==> config.mk <==
export PLATFORM = sky130hd
export DESIGN_NAME = addsub_issue_ctrl
export DESIGN_NICKNAME = d
export VERILOG_FILES = /design/src/rtl/addsub_issue_ctrl.sv
export SDC_FILE = /design/constraint.sdc
export NUM_CORES = 1
export LEC_CHECK = 0
export ABC_AREA = 1
export CAP_MARGIN = 20
export CORE_AREA = 10 10 94 96
export CTS_BUF_LIST = sky130_fd_sc_hd__clkbuf_16
export CTS_CLUSTER_DIAMETER = 40
export DETAILED_ROUTE_END_ITERATION = 16
export DIE_AREA = 0 0 104 106
export DONT_BUFFER_PORTS = 1
export PLACE_DENSITY = 0.6
export SYNTH_ARGS = -nofsm -noshare
export SYNTH_HDL_FRONTEND = slang
export SYNTH_SLANG_ARGS = --single-unit
==> constraint.sdc <==
create_clock -name clk -period 1.9 [get_ports clk]
set_clock_uncertainty 0.15 [all_clocks]
set_input_delay 0.19 -clock clk [delete_from_list [all_inputs] [get_ports clk]]
set_output_delay 0.19 -clock clk [all_outputs]
set_load 0.02 [all_outputs]
==> src/rtl/addsub_issue_ctrl.sv <==
// addsub_issue_ctrl
//   Sequencer that sits in front of, and behind, a combinational WIDTH-bit
//   adder/subtractor (a, b, cin, sel -> o). A request is accepted over a
//   valid/ready handshake. The request's operands are presented to the adder
//   for one cycle. The sum and its status flags are then captured and held on
//   a valid/ready result port until the result is consumed. An internal
//   accumulator tracks the last sum so that ACC_ADD and ACC_SUB chains do not
//   need the running value from the host.
//
//   State table
//     state | meaning
//     IDLE  | ready for a request; operand regs load on accept
//     ISSUE | adder is driven from the operand regs; sum captured at end of cycle
//     HOLD  | result presented; waits for o_res_valid & i_res_ready
//
// Ports
//   clk, rst_n                  clock and asynchronous active-low reset
//   i_in_valid / o_in_ready     request handshake
//   i_in_op                     00 ADD, 01 SUB, 10 ACC_ADD, 11 ACC_SUB
//   i_in_a, i_in_b, i_in_cin    operands (i_in_a is ignored for ACC ops; i_in_cin is ignored for SUB)
//   i_acc_clr                   synchronous accumulator clear
//   o_add_a/b/cin/sel, i_add_o  interface to the external adder
//   o_res_valid / i_res_ready   result handshake
//   o_res_data, o_res_c/v/n/z   captured sum and status flags
module addsub_issue_ctrl #(
    parameter int WIDTH = 16
) (
    input  logic             clk,
    input  logic             rst_n,
    input  logic             i_in_valid,
    output logic             o_in_ready,
    input  logic [1:0]       i_in_op,
    input  logic [WIDTH-1:0] i_in_a,
    input  logic [WIDTH-1:0] i_in_b,
    input  logic             i_in_cin,
    input  logic             i_acc_clr,
    output logic [WIDTH-1:0] o_add_a,
    output logic [WIDTH-1:0] o_add_b,
    output logic             o_add_cin,
    output logic             o_add_sel,
    input  logic [WIDTH-1:0] i_add_o,
    output logic             o_res_valid,
    input  logic             i_res_ready,
    output logic [WIDTH-1:0] o_res_data,
    output logic             o_res_c,
    output logic             o_res_v,
    output logic             o_res_n,
    output logic             o_res_z
);

    typedef enum logic [1:0] {
        IDLE  = 2'd0,
        ISSUE = 2'd1,
        HOLD  = 2'd2
    } state_t;

    state_t r_state;
    state_t w_state_nxt;

    logic w_in_ready;
    logic w_res_valid;
    logic w_accept;
    logic w_capture;
    logic w_consume;

    logic [WIDTH-1:0] r_a;
    logic [WIDTH-1:0] r_b;
    logic             r_cin;
    logic             r_sel;
    logic [WIDTH-1:0] r_acc;

    logic [WIDTH-1:0] r_res_data;
    logic             r_res_c;
    logic             r_res_v;
    logic             r_res_n;
    logic             r_res_z;

    logic [WIDTH-1:0] w_b_eff;
    logic             w_c;
    logic             w_v;

    // State register
    always_ff @(posedge clk or negedge rst_n) begin
        if (!rst_n) begin
            r_state <= IDLE;
        end else begin
            r_state <= w_state_nxt;
        end
    end

    // Next-state logic
    always_comb begin
        w_state_nxt = r_state;
        case (r_state)
            IDLE:    if (i_in_valid)  w_state_nxt = ISSUE;
            ISSUE:                    w_state_nxt = HOLD;
            HOLD:    if (i_res_ready) w_state_nxt = IDLE;
            default:                  w_state_nxt = IDLE;
        endcase
    end

    // State decode
    always_comb begin
        w_in_ready  = 1'b0;
        w_res_valid = 1'b0;
        w_capture   = 1'b0;
        case (r_state)
            IDLE:    w_in_ready  = 1'b1;
            ISSUE:   w_capture   = 1'b1;
            HOLD:    w_res_valid = 1'b1;
            default: w_in_ready  = 1'b0;
        endcase
    end

    assign w_accept  = w_in_ready & i_in_valid;
    assign w_consume = w_res_valid & i_res_ready;

    // Operand registers drive the adder directly. They change only on accept,
    // so the adder inputs keep their last values outside ISSUE.
    always_ff @(posedge clk or negedge rst_n) begin
        if (!rst_n) begin
            r_a   <= '0;
            r_b   <= '0;
            r_cin <= 1'b0;
            r_sel <= 1'b0;
        end else if (w_accept) begin
            r_a   <= i_in_op[1] ? r_acc : i_in_a;
            r_b   <= i_in_b;
            r_sel <= i_in_op[0];
            // A subtract is A + ~B + 1, so the carry-in is forced high for SUB.
            r_cin <= i_in_op[0] ? 1'b1 : i_in_cin;
        end
    end

    // The flags are derived from the operand MSBs and the sum MSB. The
    // adder's carry-out is not available, so it is reconstructed here.
    assign w_b_eff = r_sel ? ~r_b : r_b;
    assign w_c     = (r_a[WIDTH-1] & w_b_eff[WIDTH-1]) |
                     ((r_a[WIDTH-1] ^ w_b_eff[WIDTH-1]) & ~i_add_o[WIDTH-1]);
    assign w_v     = (r_a[WIDTH-1] == w_b_eff[WIDTH-1]) &
                     (i_add_o[WIDTH-1] != r_a[WIDTH-1]);

    always_ff @(posedge clk or negedge rst_n) begin
        if (!rst_n) begin
            r_res_data <= '0;
            r_res_c    <= 1'b0;
            r_res_v    <= 1'b0;
            r_res_n    <= 1'b0;
            r_res_z    <= 1'b0;
        end else if (w_capture) begin
            r_res_data <= i_add_o;
            r_res_c    <= w_c;
            r_res_v    <= w_v;
            r_res_n    <= i_add_o[WIDTH-1];
            r_res_z    <= (i_add_o == '0);
        end
    end

    // A clear overrides the capture. The result port still shows the sum,
    // but the accumulator starts from zero.
    always_ff @(posedge clk or negedge rst_n) begin
        if (!rst_n) begin
            r_acc <= '0;
        end else if (i_acc_clr) begin
            r_acc <= '0;
        end else if (w_capture) begin
            r_acc <= i_add_o;
        end
    end

    assign o_in_ready  = w_in_ready;
    assign o_res_valid = w_res_valid;
    assign o_add_a     = r_a;
    assign o_add_b     = r_b;
    assign o_add_cin   = r_cin;
    assign o_add_sel   = r_sel;
    assign o_res_data  = r_res_data;
    assign o_res_c     = r_res_c;
    assign o_res_v     = r_res_v;
    assign o_res_n     = r_res_n;
    assign o_res_z     = r_res_z;

    // The consume handshake is implied by the HOLD -> IDLE transition.
    logic w_unused;
    assign w_unused = w_consume;

endmodule

Yosys cells after proc, flatten, opt, wreduce, memory -nomap -nowiden
Index checks and enable logic that the tools add are counted.
{"block": "classes", "n_mux": 11, "reduce_logical": 4, "bitwise_logic": 8, "eq_ne": 6}
{"op": "two-way mux 16 bit", "n": 4}
{"op": "zero test 16 bit", "n": 1}
{"op": "inverter 16 bit", "n": 1}
{"op": "case mux 2 bit (3 select lines)", "n": 1}
{"op": "AND 1 bit", "n": 4}
{"op": "two-way mux 1 bit", "n": 4}
{"op": "two-way mux 2 bit", "n": 2}
{"op": "!= test 2 bit, second input constant", "n": 2}
{"op": "== test 2 x 1 -> 1 bit, second input constant", "n": 1}
{"op": "== test 2 bit, second input constant", "n": 1}
{"op": "zero test 2 bit", "n": 1}
{"op": "AND reduction 2 bit", "n": 1}
{"op": "nonzero test 2 bit", "n": 1}
{"op": "== test 1 bit", "n": 1}
{"op": "!= test 1 bit", "n": 1}
{"op": "inverter 1 bit", "n": 1}
{"op": "bitwise OR 1 bit", "n": 1}
{"op": "bitwise XOR 1 bit", "n": 1}
{"block": "word_totals", "register_bits": 72, "input_bits": 56}

Longest topological paths before layout
Gate-level depths: netlist of the first run.
{"block": "depth", "depth_word": 5, "mapped_depth": 6}

Least setup slack after synthesis of the first run
Ideal clock, no wire load.
{"block": "synth_path", "kind": "flip-flop to flip-flop", "from": "reg r_sel (netlist: o_add_sel)", "to": "reg r_res_v (netlist: o_res_v)", "slack_ns": 0.431, "period_less_slack_ns": 1.469, "arrival_time_ns": 1.245, "setup_time_ns": 0.074, "n_path_buf": 0, "stages_incl_launch_ff": 5, "path_cell_list": "dfrtp_1 > xor2_1 > ha_1 > or2_0 > o21ai_2"}
{"block": "synth_via", "elab_chain_len": 3}
{"item": "start, declared", "line_no": "69", "rtl": "logic r_sel;"}
{"item": "start signal, assigned", "line_no": "129", "rtl": "r_sel <= i_in_op[0];"}
{"item": "two-way mux 16 bit", "line_no": "137", "rtl": "assign w_b_eff = r_sel ? ~r_b : r_b;"}
{"item": "== test 1 bit", "line_no": "140", "rtl": "assign w_v = (r_a[WIDTH-1] == w_b_eff[WIDTH-1]) &"}
{"item": "AND 1 bit", "line_no": "140"}
{"item": "end signal, assigned", "line_no": "153", "rtl": "r_res_v <= w_v;"}
{"item": "end, declared", "line_no": "74", "rtl": "logic r_res_v;"}
No other way between the ends.
A chain may end at the register's enable or synchronous reset.

Worst setup path in the final report of the first run
Ends and elaborated chain as after synthesis.

==> results of run 1 <==
==> power by group through the flow <==
stage | registers, mW | logic (mW) | clock network, mW
2_1_floorplan | 3.15 | 1.20 | 0
3_3_place_gp | 3.35 | 1.25 | 0
3_5_place_dp | 3.36 | 1.30 | 0
4_1_cts | 3.34 | 1.42 | 1.44
5_1_grt | 3.43 | 1.67 | 1.51
6_report | 3.33 | 1.41 | 1.41
==> routing by layer <==
metal | vias to the layer above | global-route usage
li1 | 1142 | -
met1 | 1082 | 0.1887
met5 | - | 0
met4 | 0 | 0.06262
met2 | 100 | 0.2301
met3 | 6 | 0.06401
==> path summary, 6_finish.rpt <==
check | startpoint | endpoint | slack [ns] | depth (start not counted)
max reg2reg | o_add_sel$_DFFE_PN0P_ | o_res_v$_DFFE_PN0N_ | 0.32 | 4
min | rst_n | o_add_b[12]$_DFFE_PN0P_ | -0.59 | 0
min in group clk | i_add_o[8] | o_res_z$_DFFE_PN0N_ | 0 | 5
min reg2reg | r_acc[13]$_DFFE_PN0P_ | r_acc[13]$_DFFE_PN0P_ | 0.37 | 2
max | o_add_sel$_DFFE_PN0P_ | o_res_v$_DFFE_PN0N_ | 0.32 | 4
max in group asynchronous | rst_n | o_res_data[6]$_DFFE_PN0N_ | 2.08 | 0
==> registers in the layout (all words and copies together) (netlist names) <==
name and flops:
o_res_v 1, o_add_cin 1, o_add_b 16, r_state 2, o_res_z 1, o_add_sel 1
r_acc 16, o_res_c 1, o_res_data 16, o_add_a 16
==> worst max-delay path: stages, from the launching register on <==
cell and delay, ns:
dfrtp_1 0.50, xor2_1 0.25, ha_1 0.28, or2_0 0.24, o21ai_2 0.10
==> logic make-up after synthesis <==
family / share of synthesized area
adder cells (fa/ha/maj): 0.004109
XOR/XNOR: 0.005755
buffers and inverters: 0.06987
AO/OA/AOI/OAI: 0.08672
flip-flops: 0.5836
AND/OR/NAND/NOR: 0.2499
==> synthesized netlist by cell type, drive strengths merged <==
cell type  count
or2            1
dfrtp         71
nand3          1
ha             1
o211ai        15
buf           15
nor2          16
o21ai          6
nand2        169
xnor2          1
nor3           1
inv           21
xor2           1
clkbuf         2
a21oi         16
==> final cells by class <==
class                   count  area (um^2)  area share
flip-flops and latches     71         1777      0.4606
multi-input cells         228         1055      0.2734
inverters                  21        81.33     0.02108
clock inverters             4        17.52    0.004541
clock buffers               9        225.2     0.05838
well taps                  99        123.9     0.03211
repair buffers             58        578.1      0.1499
==> placed cells by master (no fill, tap or decap), types with 2 or more instances in the layout <==
cell type and instances:
nor2_1 14, buf_4 3, inv_1 19, o211ai_1 15, nand2_2 11, dlygate4sd3_1 54
nand2_1 157, clkbuf_16 9, inv_2 2, dfrtp_1 71, o21ai_0 4, a21oi_2 10
clkinv_2 2, a21oi_1 6
==> flow_metrics.py, run 1 <==
metrics = {
    "outcome": {
        "status": "finished, violations left",
        "violations": "hold timing",
    },
    "floorplanning": {
        "start_util": 0.4312,
        "die_w_um": 104,
        "die-area_um2": 11020,
        "pin_count": 112,
        "num_rows": 31,
        "fp.dieH_um": 106,
        "core_um2": 7059,
    },
    "sta": {
        "worstMarginPinSlew_ns": 0.8724,
        "period_share": 0.8337,
        "slew_violations": 0,
        "holdWs_ns": -0.5894,
        "fmax_ghz": 0.6313,
        "final_hold_viol_count": 72,
        "rsz0062_at_grt": "false",
        "setup_viol": 0,
        "period_needed_ns": 1.584,
        "relSlewSlack": 0.4165,
        "fin_ws_ns": 0.3159,
        "timing.setup.tns_ns": 0,
    },
    "run": {
        "drv_cap": 0,
    },
    "clock_network": {
        "cts_max_path_buffers": 2,
        "clkTransAtPathRegs_ns": 0.05,
        "ctsHoldBuffers": 54,
        "root_buffer": "clkbuf_16",
        "clock_latency_ns": 0.32,
        "numCtsBuffers": 9,
        "post_cts_resized": 0,
        "cts_tree": "yes",
        "cts-htree-levels": 3,
        "postCtsSetupBuffers": 0,
        "cts_num_sinks": 71,
    },
    "global_routing": {
        "grt_pass1_wl_um": 13560,
        "grt_overflow_total": 0,
        "antenna_found_initial": 0,
        "grt_start_max_net_pins": 72,
        "grt_pass1_vias": 2502,
        "track_usage": 0.1523,
    },
    "route": {
        "num_vias": 2330,
        "route.met3.wl_um": 737,
        "wl_met2_um": 3677,
        "wl_per_cell_um": 16.48,
        "dr.pass1.iters": 4,
        "post_drt_via_cell_ratio": 4.755,
        "drcViolationCount": 0,
        "drt-met1-wl_um": 3589,
        "drt.antenna.violating_nets": 0,
        "topRoutingLayerUsed": "met4",
        "first_iter_violations": 95,
        "wirelength_um": 8074,
    },
    "synthesis": {
        "synth_nets": 394,
        "synthCells": 337,
        "synth.avg_cell_area_um2": 9.033,
        "yosysWarnings": 0,
        "synth_seq_cells": 71,
        "synth.distinct_cells": 28,
        "ys_seq_area_frac": 0.5836,
        "yosysTopAreaCellShare": 0.5836,
        "ys_top_cells_by_area": "dfrtp_1 (58%), nand2_1 (19%), o211ai_1 (3.7%)",
        "synth_area_um2": 3044,
        "synth_top_cell_by_area": "dfrtp_1",
    },
    "placement": {
        "dp.cells": 422,
        "dpl.hpwl_um": 5321,
        "portBuffers": 0,
        "dp_slack_ns": 0.3083,
        "dpl_cell_area_um2": 3059,
        "place.gp.congestion": 0.7081,
    },
    "pwr": {
        "power.density_nw_per_um2": 1593,
        "pwr-share-seq": 0.541,
        "switching_share": 0.4295,
        "vdd_ir_drop_max_v": 0.0008584,
        "pwr-share-comb": 0.229,
        "p_int_mw": 3.507,
        "p_total_mw": 6.147,
        "power_switching_mw": 2.640,
        "clockPowerShare": 0.230,
        "leakage_nw": 1.895,
    },
    "cells_and_area": {
        "fin_nets": 446,
        "drive_above_1_share": 0.1125,
        "utilization": 0.5464,
        "fin_area_um2": 3857,
        "antennaDiodeCount": 0,
        "final_cell_count_no_fill": 490,
        "area_delta_synth_final_pct": 26.72,
        "nFillCells": 635,
    },
    "worst_setup_path": {
        "worstPathArrival_ns": 1.69,
        "crit_type": "flip-flop to flip-flop",
        "crit_path_end_kind": "flip-flop",
        "cp_max_fo": 3,
        "required_ns": 2.00,
        "start_kind": "flip-flop",
    },
    "hold_path": {
        "hp-class": "input port to asynchronous set/reset pin",
    },
}
No activity file was read; power rests on OpenSTA's default activity.
==> run 2: changes to the inputs <==
Clock period 1.9 ns to 1.65 ns, I/O delays scaled along.
==> flow_metrics.py, run 2 (same netlist as run 1, synthesis figures left out) <==
metrics = {
    "worst_setup_path": {
        "required_ns": 1.33,
        "crit_path_top_delay_cell": "dfrtp_2",
        "path_common_cell": "buf_4",
        "crit_type": "flip-flop to output pin",
        "r2r-start": "r_state[0]$_DFFE_PN0P_",
        "path_cells": "buf_4 > nor2_2 > buf_4",
        "cp.buffers_inverters": 2,
        "crit_path_end_kind": "output pin",
        "cp-startpoint": "r_state[0]$_DFFE_PN0P_",
        "worstPathArrival_ns": 1.19,
        "start_kind": "flip-flop",
        "cp_max_fo": 2,
        "slowest_delay_ns": 0.42,
        "cp_top_family": "flip-flops",
    },
    "sta": {
        "fin_ws_ns": 0.1448,
        "period_needed_ns": 1.505,
        "setup_viol": 0,
        "timing.setup.tns_ns": 0,
        "fmax_ghz": 0.6644,
        "worstMarginPinSlew_ns": 0.8168,
        "rsz0062_at_grt": "false",
        "final_hold_viol_count": 72,
        "holdWs_ns": -0.6180,
        "period_share": 0.9123,
        "slew_violations": 0,
        "relSlewSlack": 0.4537,
    },
    "floorplanning": {
        "die_w_um": 104,
        "pin_count": 112,
        "fp.dieH_um": 106,
        "start_util": 0.4312,
        "die-area_um2": 11020,
        "num_rows": 31,
        "core_um2": 7059,
    },
    "route": {
        "post_drt_via_cell_ratio": 4.729,
        "first_iter_violations": 100,
        "drt.antenna.violating_nets": 0,
        "wl_per_cell_um": 16.55,
        "dr.pass1.iters": 4,
        "drcViolationCount": 0,
        "wirelength_um": 8257,
        "num_vias": 2360,
    },
    "pwr": {
        "power.density_nw_per_um2": 1883,
        "vdd_ir_drop_max_v": 0.0008392,
        "p_total_mw": 7.452,
        "leakage_nw": 1.949,
    },
    "outcome": {
        "violations": "hold timing",
        "status": "finished, violations left",
    },
    "global_routing": {
        "track_usage": 0.1531,
        "grt_pass1_vias": 2457,
        "grt_pass1_wl_um": 13510,
        "antenna_found_initial": 0,
        "grt_start_max_net_pins": 72,
        "grt_overflow_total": 0,
    },
    "clock_network": {
        "clkTransAtPathRegs_ns": 0.05,
        "clock_latency_ns": 0.32,
        "cts_max_path_buffers": 2,
        "numCtsBuffers": 9,
        "root_buffer": "clkbuf_16",
        "cts_num_sinks": 71,
        "cts_tree": "yes",
        "cts-htree-levels": 3,
    },
    "placement": {
        "dpl_cell_area_um2": 3117,
        "dp.cells": 428,
        "dp_slack_ns": 0.2584,
        "place.gp.congestion": 0.7441,
        "portBuffers": 0,
        "dpl.hpwl_um": 5508,
    },
    "cells_and_area": {
        "final_cell_count_no_fill": 499,
        "area_delta_synth_final_pct": 29.96,
        "fin_nets": 452,
        "drive_above_1_share": 0.1375,
        "fin_area_um2": 3956,
        "layout_common_cells": "nand2_1 (157), dfrtp_1 (70), dlygate4sd3_1 (52)",
        "final_common_cell": "nand2_1",
        "antennaDiodeCount": 0,
    },
    "hold_path": {
        "hp-class": "input port to asynchronous set/reset pin",
    },
    "run": {
        "drv_cap": 0,
    },
}
run 2: power by group:
part / switching (mW) / internal, mW / total (mW)
Sequential: 1.31 / 2.45 / 3.76
Clock: 0.681 / 1.14 / 1.82
Combinational: 1.11 / 0.752 / 1.87
run 2: final timing paths:
kind	slack, ns	endpoint	cells past startpoint
max in group asynchronous	1.81	r_state[0]$_DFFE_PN0P_	0
max reg2reg	0.23	r_acc[8]$_DFFE_PN0P_	5
max	0.14	o_res_valid	3
min in group clk	-0.09	o_add_a[15]$_DFFE_PN0P_	2
min	-0.62	o_add_b[12]$_DFFE_PN0P_	0
min reg2reg	0.38	r_acc[13]$_DFFE_PN0P_	2
run 2: final cells by class:
type                    count  area [um^2]
clock buffers               9        225.2
clock inverters             7        55.05
fillers                   627         3103
inverters                  21        81.33
multi-input cells         228         1057
flip-flops and latches     71         1778
well taps                  99        123.9
repair buffers             64        635.6
run 2: timing repair:
item	in CTS	in global routing
buffers inserted	0	2
endpoints found under the setup margin	0	1
gates resized for setup	0	2
hold endpoints to repair	142	87
hold buffers	52	2
run 2: per-stage QoR:
stage	util	hold slack (ns)
floorplan	-	-0.2806
global placement	0.4415	-0.2784
detailed placement	0.4415	-0.2783
CTS	0.5549	-0.6276
global route	0.5604	-0.6363
finish	0.5604	-0.6180
run 2: routing by layer:
metal | up-vias | track usage | share of wire
met2 | 108 | 0.2346 | 0.46
met5 | - | 0 | 0
met1 | 1085 | 0.1914 | 0.44
li1 | 1161 | - | -
met4 | 0 | 0.05070 | 0.0081
met3 | 6 | 0.06461 | 0.097
==> run 3: changes to the inputs <==
Settings changed: SLEW_MARGIN from default to 10.
==> results of run 3 <==
Same layout as run 2: the final DEF is identical, and so are final timing and power.
